$ cat config.mk
export PLATFORM = sky130hd
export DESIGN_NAME = pipe_stage_buf
export DESIGN_NICKNAME = d
export VERILOG_FILES = /design/src/rtl/pipe_stage_buf.sv
export SDC_FILE = /design/constraint.sdc
export NUM_CORES = 1
export LEC_CHECK = 0
export ABC_AREA = 1
export CAP_MARGIN = 10
export CORE_MARGIN = 8
export CORE_UTILIZATION = 40
export DETAILED_ROUTE_END_ITERATION = 7
export GPL_TIMING_DRIVEN = 0
export PLACE_DENSITY = 0.78
export SKIP_LAST_GASP = 1
export SLEW_MARGIN = 20
export SYNTH_ARGS = -nofsm -noshare
export SYNTH_HDL_FRONTEND = slang
export SYNTH_SLANG_ARGS = --single-unit
$ cat constraint.sdc
create_clock -name clk -period 1.88 [get_ports clk]
set_input_delay 0.282 -clock clk [delete_from_list [all_inputs] [get_ports clk]]
set_output_delay 0.282 -clock clk [all_outputs]
set_load 0.02 [all_outputs]
$ cat src/rtl/pipe_stage_buf.sv
// Pipeline-stage buffer: valid/ready payload register with flush, occupancy and stall counter.
// Define PIPE_SKID_EN to add a skid entry so in_ready becomes registered (no out_ready path).
module pipe_stage_buf #(
    parameter int WIDTH = 32,
    parameter int CNT_W = 16
) (
    input  logic             clk,
    input  logic             reset,
    input  logic             flush,
    input  logic             in_valid,
    input  logic [WIDTH-1:0] in_data,
    output logic             in_ready,
    output logic             out_valid,
    output logic [WIDTH-1:0] out_data,
    input  logic             out_ready,
    output logic [1:0]       level,
    input  logic             clr_cnt,
    output logic [CNT_W-1:0] stall_cnt
);

    typedef enum logic [1:0] {
        EMPTY = 2'd0,
        ONE   = 2'd1,
        FULL  = 2'd2
    } state_t;

    state_t           state;
    logic             main_v;
    logic [WIDTH-1:0] main_d;
    logic             in_fire;
    logic             out_fire;

    assign out_valid = main_v;
    assign out_data  = main_d;
    assign in_fire   = in_valid && in_ready;
    assign out_fire  = main_v && out_ready;

`ifdef PIPE_SKID_EN
    logic             skid_v;
    logic [WIDTH-1:0] skid_d;

    assign in_ready = !skid_v;
    assign level    = {1'b0, main_v} + {1'b0, skid_v};

    always_ff @(posedge clk or posedge reset) begin
        if (reset) begin
            state  <= EMPTY;
            main_v <= 1'b0;
            skid_v <= 1'b0;
            main_d <= '0;
            skid_d <= '0;
        end else if (flush) begin
            state  <= EMPTY;
            main_v <= 1'b0;
            skid_v <= 1'b0;
            main_d <= '0;
            skid_d <= '0;
        end else begin
            case (state)
                EMPTY: begin
                    if (in_fire) begin
                        state  <= ONE;
                        main_v <= 1'b1;
                        main_d <= in_data;
                    end
                end
                ONE: begin
                    if (in_fire && out_fire) begin
                        main_d <= in_data;
                    end else if (in_fire) begin
                        state  <= FULL;
                        skid_v <= 1'b1;
                        skid_d <= in_data;
                    end else if (out_fire) begin
                        state  <= EMPTY;
                        main_v <= 1'b0;
                    end
                end
                FULL: begin
                    // in_ready is low here, so the skid entry simply promotes.
                    if (out_fire) begin
                        state  <= ONE;
                        skid_v <= 1'b0;
                        main_d <= skid_d;
                    end
                end
                default: begin
                    state  <= EMPTY;
                    main_v <= 1'b0;
                    skid_v <= 1'b0;
                end
            endcase
        end
    end
`else
    assign in_ready = !main_v || out_ready;
    assign level    = {1'b0, main_v};

    always_ff @(posedge clk or posedge reset) begin
        if (reset) begin
            state  <= EMPTY;
            main_v <= 1'b0;
            main_d <= '0;
        end else if (flush) begin
            state  <= EMPTY;
            main_v <= 1'b0;
            main_d <= '0;
        end else begin
            case (state)
                EMPTY: begin
                    if (in_fire) begin
                        state  <= ONE;
                        main_v <= 1'b1;
                        main_d <= in_data;
                    end
                end
                ONE: begin
                    // An accept while holding implies the head drains in the same cycle.
                    if (in_fire) begin
                        main_d <= in_data;
                    end else if (out_fire) begin
                        state  <= EMPTY;
                        main_v <= 1'b0;
                    end
                end
                default: begin
                    state  <= EMPTY;
                    main_v <= 1'b0;
                end
            endcase
        end
    end
`endif

    always_ff @(posedge clk or posedge reset) begin
        if (reset) begin
            stall_cnt <= '0;
        end else if (clr_cnt) begin
            stall_cnt <= '0;
        end else if (main_v && !out_ready && (stall_cnt != '1)) begin
            stall_cnt <= stall_cnt + 1'b1;
        end
    end

endmodule

Yosys cells after proc, flatten, opt, wreduce, memory -nomap -nowiden
Cells that the tools add are included.
{ "totals": {"reg_bits": 51, "latch_bits": 0, "mem_bits_rw": 0, "rom_bits": 0, "in_bits": 38, "word_cells": 39, "n_memories": 0} }
{ "classes": {"n_addsub": 1, "multipliers": 0, "div": 0, "n_lt_le_gt_ge": 0, "eq_ne": 5, "shifts": 0, "muxes": 15, "bitwise": 0, "n_reduce_logical": 14} }
{ "op_table": {"columns": ["cell", "count"], "rows": [
  ["$mux W32", 3],
  ["$mux W16", 2],
  ["$add A16 B1 Y16 const B", 1],
  ["$ne A16 B16 Y1 const B", 1],
  ["$ne A3 B3 Y1 const B", 3],
  ["$mux W2", 4],
  ["$reduce_bool A2 Y1", 3],
  ["$logic_and A1 B1 Y1", 4],
  ["$mux W1", 4],
  ["$pmux W2 S2", 1],
  ["$reduce_and A3 Y1", 1],
  ["$eq A2 B1 Y1 const B", 1],
  ["$logic_not A1 Y1", 2],
  ["$logic_not A2 Y1", 1],
  ["$pmux W1 S2", 1],
  ["$reduce_and A2 Y1", 1],
  ["$reduce_or A2 Y1", 1],
  ["$logic_or A1 B1 Y1", 1]
]} }

Longest topological paths before layout
{ "logic_depth": {"word_depth": 6, "depth_mapped": 10} }

Worst setup path after synthesis
Ideal clock, no wire load.
{ "synth_path": {"path_kind": "reg2reg", "from": "register stall_cnt[1]", "to": "register stall_cnt[14]", "setup_ns": 0.118, "t_arrival_ns": 1.500, "path_slack_ns": 0.262, "stages_incl_launch_ff": 10, "cell_sequence": "dfrtp_1 ha_1 nand2_2 nor2_4 nand2_2 nor2_2 nor2_2 buf_2 nand3_1 nand2_1"} }
{ "synth_via": {"elab_chain_cells": 3} }
{ "synth_rtl": {"columns": ["element", "line", "source"], "rows": [
  ["start, declared", "18", "output logic [CNT_W-1:0] stall_cnt"],
  ["start signal, assigned", "141", "stall_cnt <= stall_cnt + 1'b1;"],
  ["$add A16 B1 Y16 or $ne A16 B16 Y1 (tied branches)", "141, 140", null],
  ["$mux W16 or $logic_and A1 B1 Y1 (tied branches)", "140", "end else if (main_v && !out_ready && (stall_cnt != '1)) begin"],
  ["$mux W16 or $reduce_bool A2 Y1 (tied branches)", null, null]
]} }
Parallel ways exist; a longest one is shown, timed or not. The select of a mux whose other input is x is not followed.
A chain may end at the register's enable or synchronous reset.

==> impl_results.md <==
- Pwr per Cell Area: 674.9 mW/mm^2
- Ports: 90
- Post-DRT Antenna Nets: 0
- Remaining DRCs: 0
- Root Driver: clkbuf_8
- Seq/Total Area, Yosys: 50.83%
- Mapped Area: 0.002412 mm^2
- WL final: 6.975 mm
- Fin Setup TNS: 0 ns
- Most frequent cells in the layout: 87 x clkdlybuf4s50_1, 66 x nand2_1, 52 x inv_1
- Setup crit start kind: flip-flop
- Sink Count: 49
- Fill count: 532
- RePlAce Congestion: 0.8525
- Top Usage Layer GRT: met2
- Die area: 0.008772 mm^2
- RSZ-0062 raised after global routing: false
- Reg-to-Reg Start: stall_cnt[1]
- DP HPWL: 5.417 mm
- NumNets Final: 448
- Met3 GRT Util: 3.997%
- FF+latch count, synth: 49
- Critical path required time: 1.60 ns
- Net Count, Synth: 352
- Hold Fails Final Rpt: 0
- Syn Inst Count: 313
- Pin count of the biggest net entering global routing: 29
- Layout cell share with drive strength beyond 1: 5.366%
- Die H: 93.66 um
- CP Capture Type: primary output
- Initial Util: 40.99%
- Leakage power: 1.572 nW
- First-pass iteration count of the detailed router: 4
- CTS Buffer Depth: 2
- Initial DRC count: 126
- Arrival time at the worst endpoint: 1.47 ns
- Met2 GRT Util: 28.91%
- Post-synth cell types: 23
- Max Slew Vio Count: 0
- Worst Setup SP: state[0]
- Routed vias: 2340
- Yosys warns: 0
- Total grt overflow: 0
- First-pass GRT wire length: 11.46 mm
- Outcome: finished clean
- Dpl cells: 477
- Finished Layout Cells: 485
- Via density: 4.825
- Worst-path maximum fanout: 4
- GRT Total Usage: 16.51%
- Final min period: 1.750 ns
- Wire length per cell: 14.38 um
- Reg clk slew, reported paths: 0.09 ns
- Clock Skews: 0.005605 ns
- Max-cap violations: 0
- Max Clk Rate: 0.5713 GHz
- Period utilization: 93.11%
- Area grow syn2layout: 45.95%
- Core area: 0.005886 mm^2
- CTS tree: done
- Overall power: 2.376 mW
- Most common cell after layout, fill and taps aside: clkdlybuf4s50_1
- I/O Buffers: 88
- Ant diodes: 0
- Mapped Avg Cell Area: 7.707 um^2
- Initial antenna violation count: 0
- Cts hold-fix bufs: 0
- Row cnt: 28
- Worst setup path class: flip-flop to primary output
- Met1 global-route usage: 19.01%
- CTS buffer count: 5
- Worst hold-check path type: input port to asynchronous set/reset pin
- Number of global-route vias before repair: 2318
- Worst IR drop on VDD: 0.0004579 V
- Endpoints failing setup: 0
- H-Tree Depth: 2
- Clk_lat worst skew: 0.31 ns
- Chip Width: 93.66 um
## Yosys cell counts, drive strengths merged
master | n | area [um^2]
nor2 | 28 | 127.6
a21oi | 2 | 10.01
nand3 | 49 | 245.2
nand4 | 7 | 43.79
conb | 1 | 3.750
dfrtp | 49 | 1226
xor2 | 2 | 17.52
o21ai | 37 | 188.9
nor3 | 1 | 5.000
inv | 53 | 198.9
clkbuf | 9 | 33.78
nand2 | 68 | 260.3
clkinv | 1 | 3.750
buf | 5 | 35.02
ha | 1 | 12.51
## power breakdown
part           internal, mW  switching, mW
clock network         0.399          0.382
registers              1.11         0.0326
logic                 0.216          0.237
total                  1.73          0.651
## final cells by class
| type | count | area (um^2) | area share, % |
|---|---|---|---|
| tap | 75 | 93.84 | 2.665 |
| buffer | 14 | 68.82 | 1.955 |
| multi-input combinational | 196 | 914.6 | 25.98 |
| inverter | 54 | 202.7 | 5.757 |
| timing repair buffer | 89 | 899.6 | 25.55 |
| clock inverter | 3 | 46.29 | 1.315 |
| sequential | 49 | 1226 | 34.83 |
| clock buffer | 5 | 68.82 | 1.955 |
## registers in the layout, summed over array words and instances (netlist names)
signal / flops
out_data: 32
stall_cnt: 16
state: 1
## metrics by stage
step | hold WS, ns | util, % | setup slack, ns | instance area, um^2
2_1_floorplan | 0.3451 | - | 0.2619 | 2412
3_3_place_gp | 0.5224 | 57.55 | -0.5932 | 3387
3_5_place_dp | 0.5280 | 57.89 | -0.04727 | 3407
4_1_cts | 0.3292 | 59.82 | 0.1228 | 3521
5_1_grt | 0.3759 | 59.82 | 0.02362 | 3521
6_report | 0.2998 | 59.82 | 0.1295 | 3521
## critical path, cell delays in order, from the launching register on
cell	delay, ns
dfrtp_1	0.39
inv_1	0.06
nor2_1	0.20
inv_1	0.15
dlygate4sd2_1	0.36
## worst paths after layout
kind / to / slack (ns) / cells after the start
max reg2reg: stall_cnt[3] / 0.18 / 10
min in group clk: state[0] / 0.54 / 2
max in group asynchronous: stall_cnt[9] / 1.06 / 3
min: stall_cnt[15] / 0.30 / 2
min reg2reg: out_data[14] / 0.54 / 2
max: in_ready / 0.13 / 4
## repair_timing
item / 4_1_cts / 5_1_grt
buffers inserted: 0 / 0
setup endpoints to repair: 1 / 0
gates resized for setup: 1 / 0
## routing by layer
| metal | vias to the layer above | share of wire (%) |
|---|---|---|
| li1 | 1177 | - |
| met1 | 1085 | 40 |
| met2 | 69 | 52 |
| met3 | 9 | 6.1 |
| met4 | 0 | 2.4 |
| met5 | - | 0 |
## kinds of logic (layout without fill, tap and decap cells)
group | count (synthesis) | count (layout) | share of synthesized area, %
AOI/OAI and AO/OA | 39 | 39 | 8.247
xor gates and xnor gates | 2 | 2 | 0.7263
adders and majority gates | 1 | 1 | 0.5186
buffers and inverters | 68 | 165 | 11.25
DFF | 49 | 49 | 50.83
other | 1 | 1 | 0.1555
and+or+nand+nor | 153 | 153 | 28.27
Note: power is estimated with default switching activity, not from simulation.
